**src/rtl/pipe_ctrl.sv**
```systemverilog
// Front-end sequencing controller: fetch PC steering, branch redirect,
// single-bubble load-use stall, halt latch and stall/flush counters.
module pipe_ctrl #(
  parameter int                AWIDTH   = 32,
  parameter logic [AWIDTH-1:0] BASEADDR = 'h01000000,
  parameter int                CWIDTH   = 32
) (
  input  logic              clk,
  input  logic              rst,
  input  logic [AWIDTH-1:0] pc_i,
  input  logic              id_valid_i,
  input  logic [4:0]        id_rs1_i,
  input  logic [4:0]        id_rs2_i,
  input  logic              id_uses_rs1_i,
  input  logic              id_uses_rs2_i,
  input  logic              ex_valid_i,
  input  logic [4:0]        ex_rd_i,
  input  logic              ex_is_load_i,
  input  logic              ex_br_taken_i,
  input  logic [AWIDTH-1:0] ex_br_target_i,
  input  logic              halt_i,
  output logic              pc_en_o,
  output logic [AWIDTH-1:0] next_pc_o,
  output logic              if_id_en_o,
  output logic              if_id_flush_o,
  output logic              id_ex_flush_o,
  output logic              halted_o,
  output logic [CWIDTH-1:0] stall_cnt_o,
  output logic [CWIDTH-1:0] flush_cnt_o
);

  typedef enum logic [1:0] {
    S_BOOT,
    S_RUN,
    S_LD_STALL,
    S_HALTED
  } state_t;

  localparam logic [AWIDTH-1:0] C_FOUR = AWIDTH'(4);
  localparam logic [AWIDTH-1:0] C_MASK = ~AWIDTH'(3);

  state_t            r_state;
  state_t            w_next;
  logic [CWIDTH-1:0] r_stall_cnt;
  logic [CWIDTH-1:0] r_flush_cnt;
  logic              w_hazard;
  logic              w_redirect;
  logic              w_stall_inc;
  logic              w_flush_inc;
  logic [AWIDTH-1:0] w_redir_pc;
  logic [AWIDTH-1:0] w_boot_pc;

  assign w_hazard = ex_valid_i && ex_is_load_i &&
                    (ex_rd_i != 5'd0) && id_valid_i &&
                    ((id_uses_rs1_i && (id_rs1_i == ex_rd_i)) ||
                     (id_uses_rs2_i && (id_rs2_i == ex_rd_i)));

  assign w_redirect = ex_valid_i && ex_br_taken_i;

  // Fetch adds 4 to whatever it loads, so pre-subtract it here.
  assign w_redir_pc = (ex_br_target_i & C_MASK) - C_FOUR;
  assign w_boot_pc  = BASEADDR - C_FOUR;

  always_ff @(posedge clk) begin
    if (rst) r_state <= S_BOOT;
    else     r_state <= w_next;
  end

  always_comb begin
    w_next        = r_state;
    pc_en_o       = 1'b0;
    next_pc_o     = pc_i;
    if_id_en_o    = 1'b0;
    if_id_flush_o = 1'b0;
    id_ex_flush_o = 1'b0;
    halted_o      = 1'b0;
    w_stall_inc   = 1'b0;
    w_flush_inc   = 1'b0;
    if (rst) begin
      w_next        = S_BOOT;
      next_pc_o     = w_boot_pc;
      if_id_flush_o = 1'b1;
      id_ex_flush_o = 1'b1;
    end else begin
      unique case (r_state)
        S_BOOT: begin
          w_next        = S_RUN;
          next_pc_o     = w_boot_pc;
          if_id_flush_o = 1'b1;
          id_ex_flush_o = 1'b1;
        end
        S_RUN, S_LD_STALL: begin
          if (halt_i) begin
            w_next        = S_HALTED;
            id_ex_flush_o = 1'b1;
          end else if (w_redirect) begin
            w_next        = S_RUN;
            pc_en_o       = 1'b1;
            next_pc_o     = w_redir_pc;
            if_id_flush_o = 1'b1;
            id_ex_flush_o = 1'b1;
            w_flush_inc   = 1'b1;
          end else if (r_state == S_RUN && w_hazard) begin
            // One bubble only: LD_STALL never re-checks the hazard.
            w_next        = S_LD_STALL;
            id_ex_flush_o = 1'b1;
            w_stall_inc   = 1'b1;
          end else begin
            w_next     = S_RUN;
            pc_en_o    = 1'b1;
            if_id_en_o = 1'b1;
          end
        end
        S_HALTED: begin
          id_ex_flush_o = 1'b1;
          halted_o      = 1'b1;
        end
      endcase
    end
  end

  always_ff @(posedge clk) begin
    if (rst) begin
      r_stall_cnt <= '0;
      r_flush_cnt <= '0;
    end else begin
      if (w_stall_inc && r_stall_cnt != '1)
        r_stall_cnt <= r_stall_cnt + 1'b1;
      if (w_flush_inc && r_flush_cnt != '1)
        r_flush_cnt <= r_flush_cnt + 1'b1;
    end
  end

  assign stall_cnt_o = r_stall_cnt;
  assign flush_cnt_o = r_flush_cnt;

endmodule

```
**config.mk**
```make
export PLATFORM = sky130hd
export DESIGN_NAME = pipe_ctrl
export DESIGN_NICKNAME = d
export VERILOG_FILES = /design/src/rtl/pipe_ctrl.sv
export SDC_FILE = /design/constraint.sdc
export NUM_CORES = 1
export LEC_CHECK = 0
export BUFFER_PORTS_ARGS = -buffer_cell sky130_fd_sc_hd__clkbuf_2
export CAP_MARGIN = 20
export CELL_PAD_IN_SITES_DETAIL_PLACEMENT = 0
export CELL_PAD_IN_SITES_GLOBAL_PLACEMENT = 1
export CORE_MARGIN = 10
export CORE_UTILIZATION = 34
export CTS_CLUSTER_DIAMETER = 150
export CTS_CLUSTER_SIZE = 10
export DETAILED_ROUTE_END_ITERATION = 16
export GPL_TIMING_DRIVEN = 0
export MAX_ROUTING_LAYER = met4
export PLACE_DENSITY = 0.84
export SLEW_MARGIN = 20
export SYNTH_ARGS = -nofsm -noshare
export SYNTH_HDL_FRONTEND = slang
export SYNTH_SLANG_ARGS = --single-unit
```
**constraint.sdc**
```tcl
create_clock -name clk -period 3.2 [get_ports clk]
set_clock_uncertainty 0.2 [all_clocks]
set_input_delay 0.64 -clock clk [delete_from_list [all_inputs] [get_ports clk]]
set_output_delay 0.64 -clock clk [all_outputs]
set_load 0.03 [all_outputs]
```
==> results of run 1 <==
==> routing by layer <==
layer  GRT usage, %  routed length [um]
met1           19.8                6700
met5              -                   0
met2           30.1                8150
met3           5.68                1050
met4           3.39                 104
==> synth_stat cells (all sizes together), types with 7 or more instances <==
cell type,number
and3,10
or4,13
o21ai,49
inv,15
nor4,9
nor3,17
dfxtp,66
nor2,58
a21oi,46
ha,7
nand3,31
xnor2,30
nand2,49
clkbuf,17
nand4,24
xor2,36
or3,24
o31ai,8
==> sequential cells by signal (all words and copies together), names as in the netlist <==
name	flops
stall_cnt_o	32
flush_cnt_o	32
r_state	2
==> area by class of cell <==
| type | instances | area, um^2 | share of cell area (%) |
|---|---|---|---|
| plain buffers | 21 | 119 | 1.88 |
| clock buffers | 11 | 243 | 3.85 |
| clock inverters | 5 | 86.3 | 1.37 |
| inverters | 15 | 56.3 | 0.893 |
| multi-input cells | 473 | 3110 | 49.2 |
| flip-flops and latches | 66 | 1320 | 21.0 |
| well taps | 172 | 215 | 3.41 |
| repair buffers | 196 | 1160 | 18.4 |
==> final timing paths <==
| check | end | start | slack (ns) | cells after the start |
|---|---|---|---|---|
| worst min-delay path | stall_cnt_o[9] | stall_cnt_o[9] | 0.31 | 2 |
| worst max-delay path | next_pc_o[23] | ex_br_target_i[13] | -0.13 | 9 |
| worst max register to register | stall_cnt_o[18] | r_state[1] | 0.30 | 8 |
| worst min register to register | stall_cnt_o[9] | stall_cnt_o[9] | 0.31 | 2 |
==> critical path, stage by stage <==
cell and delay, ns:
buf_8 0.10, or3_1 0.35, or3_4 0.43, nor3_4 0.25, buf_6 0.16, nand2_4 0.05, xor2_2 0.19, o21ai_2 0.14
clkbuf_8 0.17
==> what timing repair did <==
item / 4_1_cts / 5_1_grt
setup endpoints to repair: 23 / 30
pin swaps: 7 / 8
gates cloned: 0 / 0
gates resized for setup: 42 / 36
setup buffers: 8 / 2
==> report_power, final <==
group          switching (mW)  leakage (nW)  total, mW  internal, mW
registers             0.00271         0.532      0.827         0.824
logic                   0.244          1.84      0.399         0.155
clock network           0.372         0.160       1.08         0.709
total                   0.618          2.53       2.31          1.69
==> logic make-up after synthesis <==
logic type      synth area share, %
flops                          29.8
mux                            1.04
fa+ha+maj                      1.98
xor+xnor                       13.0
simple gates                   33.8
compound gates                 16.6
buf+inv                        3.75
==> out/metrics.yaml, run 1 <==
min-delay-path-class: "reg -> reg"
port_buffers: 186
violations: "negative setup slack"
slew-limit-headroom_pct: 30.3
drt_iter0_drc: 360
maxCapViolations: 0
layout_setup_ws_ns: -0.132
report.final.setup_viol: 10
htree_levels: 3
hold_viol: 0
io_pins: 189
async_reset_ff_share_pct: 0
cp.required_ns: 2.36
worst_pin_slew_ns: 1.04
cts_root_buf: "clkbuf_16"
n_antenna_cell: 0
first_global_vias: 5069
yosys.area.top_type: "dfxtp_1"
fin_crit_ns: 3.33
max-vdd-ir-drop_mv: 0.249
hold_slack_ns: 0.306
nNetsFinal: 877
ys_seq_elements: 66
antenna_left: 0
crit_path_start_kind: "input pin"
clk_pin_slew_ns: 0.06
ctsHoldBuffers: 0
track_usage_pct: 17.6
routed_wirelength_mm: 16.0
status: "complete, but fails checks"
clk_latency_ns: 0.33
place.gp.congestion: 0.908
placed_cells: 935
synth_area_per_cell_um2: 7.69
path_max_fanout: 5
coreArea_um2: 12700
grt_max_degree: 13
num_vias: 5038
dieArea_um2: 18000
die_y_um: 134
end_kind: "output pin"
fin_util_pct: 49.6
dp_slack_ns: -0.329
synth_nets: 672
wl_per_cell_um: 16.7
dpl-instance-area_um2: 5630
ys_seq_area_share_pct: 29.8
leakage_nw: 2.53
layout_commonest_cell: "clkbuf_2"
synth_cells: 577
mostFrequentLayoutCells: "clkbuf_2 (169), dfxtp_1 (65), nor2_1 (57)"
synth_area_um2: 4430
final_cell_count_no_fill: 959
dr.pass1.iters: 5
start_util_pct: 34.9
fmax_ghz: 0.300
final_cell_area_um2: 6310
drc: 0
critPathKind: "in -> out"
maxSlewViolCount: 0
total_power_mw: 2.31
area_growth_pct: 42.2
setup_tns_ns: -0.745
yosys_warnings: 0
cts_sinks: 66
cts_made_buffers: 9
rsz0062_at_grt: "true"
fillers: 1332
vias_per_cell: 5.25
power_density_nw_per_um2: 366
clockBufferDepth: 2
overflow: 0
grt_pass1_wl_mm: 25.6
drive_above_1_share_pct: 34.8
crit_arrival_ns: 2.49
yosys_most_used_dff: "dfxtp_1"
antenna_found_initial: 0
synth_edf_count: 0
finalCritPeriodShare_pct: 104
netlist.area_leader.share_pct: 29.8
dp_hpwl_mm: 12.6
cts_tree: "done"
ys_top_cells_by_area: "dfxtp_1 (30%), xor2_1 (7.1%), xnor2_1 (5.9%), a21oi_1 (5.2%), nor2_1 (4.9%)"
dieWidth_um: 134
synthDistinctLibCells: 61
rows: 41
No activity file was read; power rests on OpenSTA's default activity.
==> run 2: changes to the inputs <==
Settings changed: SKIP_CTS_REPAIR_TIMING set to 1.
==> run 2 against run 1 <==
Effect of this change:
- the run still ends with negative setup slack left
- count of clock-buffer cells in the layout is the same
- non-clock buffer count is 5 lower
- worst setup slack gained 0.0047 ns
- die area unchanged
- fmax is 0.14% higher
- sequential share of layout area is 0.35 points higher
- utilization is 0.86 points lower
- routed wire length shrank 1.4%
- global-route usage down 0.52 points
- final area shrank 1.7%
- sequential power is essentially flat
- register-to-register slack worse by 0.02 ns
- largest power group unchanged
==> out/metrics.yaml, run 2 (synthesis results as in run 1) <==
antenna_left: 0  # unchanged
fin_util_pct: 48.7  # -0.86 points
leakage_nw: 2.48  # -2.0%
htree_levels: 3  # unchanged
placed_cells: 935  # unchanged
crit_slowest_cell: "or3_4"
routed_wirelength_mm: 15.8  # -1.4%
crit_arrival_ns: 2.49  # about the same
power_density_nw_per_um2: 371  # +1.5%
first_global_vias: 4948  # -2.4%
dp_slack_ns: -0.329  # unchanged
drc: 0  # unchanged
antenna_found_initial: 0  # unchanged
mostFrequentLayoutCells: "clkbuf_2 (168), dfxtp_1 (66), nor2_1 (58)"
max-vdd-ir-drop_mv: 0.250  # +0.45%
slew-limit-headroom_pct: 30.3  # +0.032 points
finalCritPeriodShare_pct: 104  # -0.15 points
clk_pin_slew_ns: 0.06  # about the same
crit_chain: "buf_8 -> or3_1 -> or3_4 -> nor3_4 -> nand3_1 -> xor2_1 -> o21ai_1 -> buf_4"
path_max_fanout: 6  # +1
area_growth_pct: 39.8
nNetsFinal: 872  # -0.57%
critPathKind: "in -> out"
coreArea_um2: 12700  # unchanged
n_antenna_cell: 0  # unchanged
overflow: 0  # unchanged
critPathMaxStageDelay_ns: 0.42  # about the same
num_vias: 5016  # -0.44%
start_util_pct: 34.9  # unchanged
fmax_ghz: 0.301  # +0.14%
wl_per_cell_um: 16.5  # -0.91%
rows: 41  # unchanged
min-delay-path-class: "reg -> reg"
violations: "negative setup slack"
place.gp.congestion: 0.908  # unchanged
r2r_slack_ns: 0.28  # -0.02 ns
port_buffers: 186  # unchanged
end_kind: "output pin"
dieWidth_um: 134  # unchanged
hold_slack_ns: 0.306  # -0.0000780 ns
worst_pin_slew_ns: 1.04  # -0.000471 ns
dieArea_um2: 18000  # unchanged
cts_tree: "done"
io_pins: 189  # unchanged
cp.required_ns: 2.36  # about the same
grt_pass1_wl_mm: 24.9  # -2.6%
report.final.setup_viol: 10  # unchanged
dp_hpwl_mm: 12.6  # unchanged
crit_buf_inv: 2  # -1
layout_commonest_cell: "clkbuf_2"
clk_latency_ns: 0.33  # about the same
rsz0062_at_grt: "true"
maxCapViolations: 0  # unchanged
die_y_um: 134  # unchanged
track_usage_pct: 17.1  # -0.52 points
clockBufferDepth: 2  # unchanged
vias_per_cell: 5.26  # about the same
crit_path_start_kind: "input pin"
cts_sinks: 66  # unchanged
cts_root_buf: "clkbuf_16"
drt_iter0_drc: 313  # -13%
final_cell_count_no_fill: 954  # -0.52%
drive_above_1_share_pct: 33.5  # -1.3 points
fin_crit_ns: 3.33  # -0.00465 ns
dr.pass1.iters: 5  # unchanged
layout_setup_ws_ns: -0.127  # +0.00465 ns
hold_viol: 0  # unchanged
crit_family: "simple AND/OR/NAND/NOR gates"
maxSlewViolCount: 0  # unchanged
cts_made_buffers: 9  # unchanged
grt_max_degree: 13  # unchanged
status: "complete, but fails checks"
run 2: cell types whose count changed in the layout (fill, tap and decap cells not counted), sizes merged:
cell / previous run / this run
clkbuf: 204 / 189
buf: 24 / 34
run 2: layer usage:
metal	up-vias	track usage (%)	share of wire (%)
met3	8	5.45	6.9
met4	0	3.08	0.60
met5	-	-	0
li1	2489	-	-
met2	152	28.8	51
met1	2367	19.6	42
run 2: layout make-up:
| type | count | area [um^2] |
|---|---|---|
| Fill cell | 1335 | 6530 |
| Timing Repair Buffer | 191 | 1080 |
| Tap cell | 172 | 215 |
| Buffer | 21 | 110 |
| Inverter | 15 | 56.3 |
| Multi-Input combinational cell | 473 | 3080 |
| Clock inverter | 5 | 86.3 |
| Sequential cell | 66 | 1320 |
| Clock buffer | 11 | 243 |
run 2: worst paths after layout:
check	startpoint	cells past startpoint	to
min	stall_cnt_o[9]	2	stall_cnt_o[9]
max reg2reg	r_state[0]	8	stall_cnt_o[18]
min reg2reg	stall_cnt_o[9]	2	stall_cnt_o[9]
max	ex_br_target_i[13]	8	next_pc_o[24]
run 2: power breakdown:
group / internal, mW / switching [mW] / total [mW]
sequential: 0.824 / 0.00273 / 0.827
combinational: 0.149 / 0.242 / 0.391
clock: 0.709 / 0.373 / 1.08
run 2: per-stage QoR:
step	power [mW]	setup TNS (ns)	cell area (um^2)
after global routing	2.38	-1.61	6200
after CTS	2.29	-5.07	5960
after global placement	1.20	-3.86	5630
after floorplan	1.06	-0.102	4490
after detailed placement	1.21	-3.92	5630
final	2.30	-0.523	6200
run 2: worst min-delay path, delay by kind of cell, from the launching register on:
family         cells  cell delay (ns)
flip-flops         1             0.32
AO/OA/AOI/OAI      2             0.14
